==> src/rtl/ysyx_25040111_opimm_exu_pkg.sv <==
// Shared definitions for the OP-IMM execute unit: ALU op codes,
// FSM state encodings and small op-classification helpers.
package ysyx_25040111_opimm_exu_pkg;

    localparam int unsigned EXU_OP_W = 3;

    typedef logic [EXU_OP_W-1:0] exu_op_t;

    localparam exu_op_t EXU_ADD = 3'd0;
    localparam exu_op_t EXU_CMP = 3'd1;
    localparam exu_op_t EXU_AND = 3'd2;
    localparam exu_op_t EXU_OR  = 3'd3;
    localparam exu_op_t EXU_XOR = 3'd4;
    localparam exu_op_t EXU_LSH = 3'd5;
    localparam exu_op_t EXU_RSH = 3'd6;
    localparam exu_op_t EXU_RSV = 3'd7;

    localparam logic [1:0] EXU_ST_IDLE  = 2'd0;
    localparam logic [1:0] EXU_ST_SHIFT = 2'd1;
    localparam logic [1:0] EXU_ST_DONE  = 2'd2;

    function automatic logic exu_op_is_shift(input exu_op_t op);
        return (op == EXU_LSH) || (op == EXU_RSH);
    endfunction

    function automatic logic exu_op_is_valid(input exu_op_t op);
        return op != EXU_RSV;
    endfunction

endpackage

==> src/rtl/ysyx_25040111_iter_shifter.sv <==
// Iterative shifter: shifts an accumulator by up to SHIFT_STEP bits per
// cycle until the loaded shift amount is exhausted.
module ysyx_25040111_iter_shifter
    import ysyx_25040111_opimm_exu_pkg::*;
#(
    parameter int unsigned XLEN       = 32,
    parameter int unsigned SHIFT_STEP = 1
) (
    input  logic                     clk,
    input  logic                     rst_n,
    input  logic                     flush_i,
    input  logic                     start_i,
    input  logic                     left_i,
    input  logic                     arith_i,
    input  logic [XLEN-1:0]          operand_i,
    input  logic [$clog2(XLEN)-1:0]  shamt_i,
    output logic                     busy_o,
    output logic                     done_o,
    output logic [XLEN-1:0]          result_o
);

    localparam int unsigned SHW = $clog2(XLEN);
    localparam logic [SHW-1:0] STEP_C = SHW'(SHIFT_STEP);

    logic [XLEN-1:0] acc_q, acc_d;
    logic [SHW-1:0]  cnt_q, cnt_d;
    logic            left_q, arith_q;
    logic [SHW-1:0]  amt;

    // One shift step: min(cnt, SHIFT_STEP) bits in the latched direction
    always_comb begin
        amt   = (cnt_q < STEP_C) ? cnt_q : STEP_C;
        acc_d = acc_q;
        if (left_q) begin
            acc_d = acc_q << amt;
        end else if (arith_q) begin
            acc_d = $unsigned($signed(acc_q) >>> amt);
        end else begin
            acc_d = acc_q >> amt;
        end
        cnt_d = cnt_q - amt;
    end

    assign busy_o   = (cnt_q != '0);
    assign done_o   = busy_o && (cnt_q <= STEP_C);
    assign result_o = acc_d;

    // Accumulator/count registers: load on start, step while busy
    always_ff @(posedge clk or negedge rst_n) begin
        if (!rst_n) begin
            acc_q   <= '0;
            cnt_q   <= '0;
            left_q  <= 1'b0;
            arith_q <= 1'b0;
        end else if (flush_i) begin
            cnt_q   <= '0;
        end else if (start_i) begin
            acc_q   <= operand_i;
            cnt_q   <= shamt_i;
            left_q  <= left_i;
            arith_q <= arith_i;
        end else if (busy_o) begin
            acc_q   <= acc_d;
            cnt_q   <= cnt_d;
        end
    end

endmodule

==> src/rtl/ysyx_25040111_opimm_exu.sv <==
// OP-IMM execute unit: single shared ALU for add/compare/logic ops,
// iterative shifter for slli/srli/srai, registered writeback output.
module ysyx_25040111_opimm_exu
    import ysyx_25040111_opimm_exu_pkg::*;
#(
    parameter int unsigned XLEN       = 32,
    parameter int unsigned SHIFT_STEP = 1
) (
    input  logic                 clk,
    input  logic                 rst_n,
    input  logic                 in_valid,
    output logic                 in_ready,
    input  logic [EXU_OP_W-1:0]  alu_op,
    input  logic                 cmp_signed,
    input  logic                 rsh_arith,
    input  logic [XLEN-1:0]      src1,
    input  logic [XLEN-1:0]      imm,
    input  logic [4:0]           rd,
    input  logic                 flush,
    output logic                 out_valid,
    input  logic                 out_ready,
    output logic [4:0]           out_rd,
    output logic [XLEN-1:0]      out_data,
    output logic                 out_wen
);

    localparam int unsigned SHW = $clog2(XLEN);

    logic [1:0]      state_q, state_d;
    logic [4:0]      out_rd_q, out_rd_d;
    logic [XLEN-1:0] out_data_q, out_data_d;
    logic            out_wen_q, out_wen_d;

    logic [XLEN-1:0] alu_result;
    logic [SHW-1:0]  shamt;
    logic            sh_start, sh_busy, sh_done;
    logic [XLEN-1:0] sh_result;

    assign shamt = imm[SHW-1:0];

    // Shared ALU; shift ops pass src1 through for the zero-shamt case
    always_comb begin
        alu_result = '0;
        case (alu_op)
            EXU_ADD: alu_result = src1 + imm;
            EXU_CMP: begin
                if (cmp_signed) alu_result = XLEN'($signed(src1) < $signed(imm));
                else            alu_result = XLEN'(src1 < imm);
            end
            EXU_AND: alu_result = src1 & imm;
            EXU_OR:  alu_result = src1 | imm;
            EXU_XOR: alu_result = src1 ^ imm;
            EXU_LSH: alu_result = src1;
            EXU_RSH: alu_result = src1;
            default: alu_result = '0;
        endcase
    end

    ysyx_25040111_iter_shifter #(
        .XLEN       (XLEN),
        .SHIFT_STEP (SHIFT_STEP)
    ) u_shifter (
        .clk       (clk),
        .rst_n     (rst_n),
        .flush_i   (flush),
        .start_i   (sh_start),
        .left_i    (alu_op == EXU_LSH),
        .arith_i   (rsh_arith),
        .operand_i (src1),
        .shamt_i   (shamt),
        .busy_o    (sh_busy),
        .done_o    (sh_done),
        .result_o  (sh_result)
    );

    // FSM next state and output register capture; flush beats accept and handshake
    always_comb begin
        state_d    = state_q;
        out_rd_d   = out_rd_q;
        out_data_d = out_data_q;
        out_wen_d  = out_wen_q;
        sh_start   = 1'b0;
        if (flush) begin
            state_d = EXU_ST_IDLE;
        end else begin
            case (state_q)
                EXU_ST_IDLE: begin
                    if (in_valid) begin
                        out_rd_d  = rd;
                        out_wen_d = (rd != 5'd0) && exu_op_is_valid(alu_op);
                        if (exu_op_is_shift(alu_op) && (shamt != '0)) begin
                            sh_start = 1'b1;
                            state_d  = EXU_ST_SHIFT;
                        end else begin
                            out_data_d = alu_result;
                            state_d    = EXU_ST_DONE;
                        end
                    end
                end
                EXU_ST_SHIFT: begin
                    // Capture the final step's value on the same edge the count hits 0
                    if (sh_done || !sh_busy) begin
                        out_data_d = sh_result;
                        state_d    = EXU_ST_DONE;
                    end
                end
                EXU_ST_DONE: begin
                    if (out_ready) state_d = EXU_ST_IDLE;
                end
                default: state_d = EXU_ST_IDLE;
            endcase
        end
    end

    // State and output registers
    always_ff @(posedge clk or negedge rst_n) begin
        if (!rst_n) begin
            state_q    <= EXU_ST_IDLE;
            out_rd_q   <= '0;
            out_data_q <= '0;
            out_wen_q  <= 1'b0;
        end else begin
            state_q    <= state_d;
            out_rd_q   <= out_rd_d;
            out_data_q <= out_data_d;
            out_wen_q  <= out_wen_d;
        end
    end

    assign in_ready  = (state_q == EXU_ST_IDLE);
    assign out_valid = (state_q == EXU_ST_DONE);
    assign out_rd    = out_rd_q;
    assign out_data  = out_data_q;
    assign out_wen   = out_wen_q;

endmodule

==> config.mk <==
export PLATFORM = sky130hd
export DESIGN_NAME = ysyx_25040111_opimm_exu
export DESIGN_NICKNAME = d
export VERILOG_FILES = /design/src/rtl/ysyx_25040111_opimm_exu_pkg.sv /design/src/rtl/ysyx_25040111_iter_shifter.sv /design/src/rtl/ysyx_25040111_opimm_exu.sv
export SDC_FILE = /design/constraint.sdc
export NUM_CORES = 1
export LEC_CHECK = 0
export ABC_AREA = 1
export BUFFER_PORTS_ARGS = -buffer_cell sky130_fd_sc_hd__buf_2
export CELL_PAD_IN_SITES_DETAIL_PLACEMENT = 1
export CELL_PAD_IN_SITES_GLOBAL_PLACEMENT = 1
export CORE_UTILIZATION = 45
export CTS_BUF_LIST = sky130_fd_sc_hd__clkbuf_16
export DETAILED_ROUTE_END_ITERATION = 7
export HOLD_SLACK_MARGIN = 0.02
export MAX_ROUTING_LAYER = met4
export PLACE_DENSITY_LB_ADDON = 0.1
export RECOVER_POWER = 25
export SYNTH_ARGS = -nofsm -noshare
export SYNTH_HDL_FRONTEND = slang
export SYNTH_SLANG_ARGS = --single-unit
==> constraint.sdc <==
create_clock -name clk -period 2.7 [get_ports clk]
set_input_delay 0.54 -clock clk [delete_from_list [all_inputs] [get_ports clk]]
set_output_delay 0.54 -clock clk [all_outputs]
set_load 0.01 [all_outputs]
* Word level (Yosys, flattened, before mapping)
Index checks and enable logic that the tools add are counted.
Word-level totals: register bits after elaboration 79, input port bits 79, output and inout bits 40, logic and storage cells 80
Operators by class: $add $sub $neg 2, $lt $le $gt $ge 4, equal/unequal tests 15, shift-type cells 3, mux-type cells 24, bitwise gates (word level) 4, reductions and logical operators 20
Operators with widths (number):
- 32-bit two-way mux | 7
- 32-bit case mux with 6 select lines | 1
- 32-bit < comparator | 2
- 32-bit case mux with 2 select lines | 1
- 32-bit adder | 1
- 32-bit AND | 1
- 32-bit OR | 1
- 32-bit by 5-bit << shifter with 32-bit output | 1
- 32-bit by 5-bit right shift with 32-bit output | 1
- 32-bit by 5-bit >>> shifter with 32-bit output | 1
- 32-bit XOR | 1
- 5-bit two-way mux | 4
- 5-bit nonzero test | 3
- 2-bit two-way mux | 5
- 3-bit == test, second input constant | 3
- 3-bit by 2-bit == test with 1-bit output, second input constant | 2
- 2-bit != test, second input constant | 3
- 3-bit by 2-bit != test with 1-bit output, second input constant | 2
- 3-bit != test, second input constant | 2
- 2-bit case mux with 3 select lines | 1
- 3-bit AND reduction | 2
- 5-bit by 1-bit less-or-equal comparator with 1-bit output, second input constant | 1
- 5-bit by 1-bit < comparator with 1-bit output, second input constant | 1
- 1-bit two-way mux | 5
- 15 further kinds | 20

* Longest topological paths before layout
depth in word-level cells 9, depth in mapped cells 18

* By module
Synthesis repeated with hierarchy kept, for this count alone.
Second synthesis, totals: cells, all modules 1477, area, all modules 9072.5 µm²
Modules (own cells, without submodules):
- ysyx_25040111_opimm_exu | times used 1, cells an instance 1023, area each 6228.5 µm², seq. area each 1001.0 µm²
- ysyx_25040111_iter_shifter | times used 1, cells an instance 454, area each 2844.0 µm², seq. area each 975.9 µm²

* Least setup slack after synthesis
Ideal clock, no wire load.
path type input-to-reg, start point input port src1[0], end point register out_data_q[14] (netlist: out_data[14]), library setup time 122 ps, arrival time 2102 ps, path slack 475 ps, cell stages on the path 13, path through ha_1 fa_1 inv_1 o21ai_1 nand2_1 nand2_1 nand2_1 nand2_1 or2_2 nand3_1 nand2_1 nand2_1 a21oi_1
On the way: cells in the longest elaborated chain, start to end 5
RTL lines:
- start, declared | RTL line ysyx_25040111_opimm_exu.sv:16 | input logic [XLEN-1:0] src1,
- 32-bit adder | RTL line ysyx_25040111_opimm_exu.sv:45 | EXU_ADD: alu_result = src1 + imm;
- 32-bit case mux with 6 select lines | RTL line ysyx_25040111_opimm_exu.sv:44 | case (alu_op)
- 32-bit two-way mux | RTL line ysyx_25040111_opimm_exu.sv:91 | if (exu_op_is_shift(alu_op) && (shamt != '0)) begin
- 32-bit two-way mux | RTL line ysyx_25040111_opimm_exu.sv:88 | if (in_valid) begin
- 32-bit case mux with 2 select lines | RTL line ysyx_25040111_opimm_exu.sv:86 | case (state_q)
- end signal, assigned | RTL line ysyx_25040111_opimm_exu.sv:125 | out_data_q <= out_data_d;
- end, declared | RTL line ysyx_25040111_opimm_exu.sv:31 | logic [XLEN-1:0] out_data_q, out_data_d;
Every way passes these cells. The select of a mux whose other input is x is not followed. A chain may end at the register's enable or synchronous reset.

* Final worst setup path
start point input port src1[12], end point register out_data_q[29] (netlist: out_data[29])
Same word-level chain as after synthesis.

==> results.py <==
metrics = {
    "global_routing": {
        "grt_pass1_wl_um": 53500,
        "grt_start_max_net_pins": 44,
        "antenna_found_initial": 1,
        "grt_pass1_vias": 9896,
        "grt_overflow_total": 0,
        "grt_use_total_pct": 36.7,
    },
    "cts": {
        "worst_skew_pair.late_latency_ns": 0.34,
        "tritoncts": "yes",
        "max-clock-path-buffers": 2,
        "cts_made_buffers": 9,
        "cts-htree-levels": 3,
        "postCtsSetupRepairBufs": 0,
        "cts_resized": 0,
        "ctsRootBufferMaster": "clkbuf_16",
        "cts_sinks": 79,
        "cts_hold_buf": 0,
        "clk_pin_slew_ns": 0.07,
    },
    "routing": {
        "dr.pass1.iters": 7,
        "drt-total-wl_um": 34200,
        "vias_per_cell": 5.94,
        "drt_iter0_markers": 796,
        "drt_drc_violations_left": 8,
        "num_vias": 9825,
        "antenna_left": 0,
        "drt-wirelength-per-cell_um": 20.7,
    },
    "pwr": {
        "p_per_area_nw_per_um2": 769,
        "peakVddDrop_mv": 0.583,
        "combPwrFrac_pct": 55.6,
        "switching_share_pct": 47.8,
        "clkPwrFrac_pct": 17.4,
        "leakage_nw": 5.15,
        "p_seq_share_pct": 27.0,
        "switchingPower_w": 0.00364,
        "p_int_w": 0.00398,
    },
    "final_layout": {
        "layout_common_cells": "nand2_1 (295), inv_1 (181), nor2_1 (125)",
        "syn_to_final_growth_pct": 17.1,
        "fillCellCount": 2503,
        "multi_input_area_um2": 5560,
        "drive_above_1_share_pct": 14.6,
        "final_common_cell": "nand2_1",
        "final_cells": 1653,
        "final_area_um2": 9910,
        "seq_area_um2": 1980,
        "nets": 1596,
    },
    "yosys": {
        "synth_area_um2": 8460,
        "async_flop_share_pct": 100,
        "synth_area_leaders": "dfrtp_1 (23%), ha_1 (14%), nand2_1 (13%)",
        "yosys.area.top_type": "dfrtp_1",
        "synth_ff_type": "dfrtp_1",
        "synth-edff-count": 0,
        "synth_seq_area_share_pct": 23.4,
        "synthCells": 1284,
        "yosysUniqueCellTypes": 48,
        "yosys_register_bits": 79,
        "avgSynthCellArea_um2": 6.59,
        "synth_nets": 1462,
        "yosys_warnings": 0,
        "synth_top_area_share_pct": 23.4,
    },
    "placement": {
        "place_area_um2": 9600,
        "gp_congestion": 0.995,
        "dp.cells": 1636,
        "dpl.hpwl_um": 27000,
        "io_buffers": 118,
    },
    "worst_setup_path": {
        "worstPathBufferInverterCount": 2,
        "slowest_stage": "ha_1",
        "required_ns": 2.97,
        "crit_type": "in -> reg",
        "startpoint_type": "input port",
        "cp-end-kind": "flip-flop",
        "cp_data_arrival_time_ns": 2.72,
        "path_common_cell": "nand2_1",
        "crit_fanout": 5,
        "cp_top_family": "compound AO/OA/AOI/OAI gates",
        "slowest_delay_ns": 0.35,
        "path_cells": "buf_2 -> inv_1 -> ha_1 -> a21oi_1 -> o21ai_0 -> a21oi_1 -> nand2_1 -> nand2_1 -> nand2_1 -> nand2_1 -> nand3_1 -> nand2_1 -> nand2_1 -> a21oi_1",
    },
    "sta": {
        "slew_viol_final": 0,
        "fin_tns_setup_ns": 0,
        "setup_viol": 0,
        "fin_worst_skew_ns": 0.00717,
        "worst_pin_slew_ns": 1.14,
        "clock.fmax_mhz": 409,
        "fin_crit_sh_pct": 90.6,
        "relSlewSlack_pct": 24.0,
        "rsz0062_at_grt": "false",
        "finalCriticalPeriod_ns": 2.45,
        "hold_viol": 0,
    },
    "die": {
        "fp.dieArea_um2": 19400,
        "ios": 119,
        "die_x_um": 139,
        "die_h_um": 139,
        "initial_utilization_pct": 46.5,
        "core_area_um2": 18200,
        "fp-row-count": 49,
    },
    "job": {
        "drv_cap": 0,
    },
    "status": {
        "status": "finished with violations",
        "violations": "DRC",
    },
    "worst_hold_path": {
        "timing.hold.worst.class": "in -> reg",
    },
}
-- through the flow --
step	hold WS (ns)	setup WS [ns]	power, W	util [%]
3_5_place_dp	0.460	-0.0287	0.00618	52.7
3_3_place_gp	0.448	0.0422	0.00607	52.7
4_1_cts	0.223	0.339	0.00757	54.5
2_1_floorplan	0.244	0.475	0.00472	-
6_report	0.412	0.254	0.00762	54.4
5_1_grt	0.435	0.0204	0.00810	54.4
-- area by class of cell --
| class | instances | share of cell area, % |
|---|---|---|
| Antenna cell | 1 | 0.0253 |
| Tap cell | 229 | 2.89 |
| Timing Repair Buffer | 170 | 10.5 |
| Sequential cell | 79 | 20.0 |
| Clock buffer | 9 | 2.27 |
| Inverter | 193 | 7.31 |
| Multi-Input combinational cell | 965 | 56.1 |
| Clock inverter | 7 | 0.972 |
-- Yosys cell counts (3+ instances only) --
library cell and count:
o211ai_1 14, clkbuf_1 27, o21a_1 6, nand4_1 5, o21ai_0 66, nor2_1 125
dfrtp_1 79, a21oi_1 111, inv_2 10, nand2_1 296, a221oi_1 26, buf_4 3
inv_1 181, ha_1 98, o22ai_1 30, nand3_1 87, nor3_1 14, buf_2 15
mux2i_1 10, o221ai_1 42
-- worst reg2reg max path, delay by kind of cell (launching register included) --
| family | cells | cell delay [ns] |
|---|---|---|
| compound gates | 3 | 0.71 |
| buf+inv | 2 | 0.82 |
| flops | 1 | 0.39 |
| simple gates | 3 | 0.27 |
-- state kept, by name, indices dropped and copies added, names as in the netlist --
signal             cells
out_wen                1
u_shifter.left_q       1
u_shifter.arith_q      1
u_shifter.cnt_q        5
u_shifter.acc_q       32
state_q                2
out_rd                 5
out_data              32
-- metal layers --
layer,vias to the layer above,share of wire [%],track usage [%]
li1,4589,-,-
met1,4840,45,48.7
met2,352,45,56.5
met3,44,8.2,7.32
met4,0,1.9,10.4
met5,-,0,-
-- kinds of logic (layout without fill, tap and decap cells) --
group / Yosys count / in the layout / share of synthesized area, %
and+or+nand+nor: 543 / 543 / 26.5
muxes: 10 / 10 / 1.18
adders and majority gates: 99 / 99 / 14.7
xor gates and xnor gates: 4 / 4 / 0.414
AOI/OAI and AO/OA: 309 / 309 / 22.8
other: 0 / 1 / 0
buffers and inverters: 240 / 379 / 11.0
DFF: 79 / 79 / 23.4
-- final timing paths --
kind,slack (ns),from,cells after the start,to
max in group asynchronous,0.71,rst_n,2,u_shifter.acc_q[21]
hold reg to reg,0.47,out_rd[4],2,out_rd[4]
setup reg to reg,0.45,u_shifter.cnt_q[3],8,out_data[14]
min in group asynchronous,0.42,rst_n,1,u_shifter.acc_q[6]
setup / recovery,0.25,src1[12],14,out_data[29]
hold / removal,0.41,rsh_arith,3,u_shifter.arith_q
-- power groups by stage --
stage | clock (W) | combinational [W] | sequential, W
floorplan | 0 | 0.00264 | 0.00209
finish | 0.00132 | 0.00424 | 0.00206
CTS | 0.00133 | 0.00419 | 0.00204
detailed placement | 0 | 0.00413 | 0.00205
global placement | 0 | 0.00403 | 0.00205
global route | 0.00138 | 0.00463 | 0.00210
Note: power is estimated with default switching activity, not from simulation.
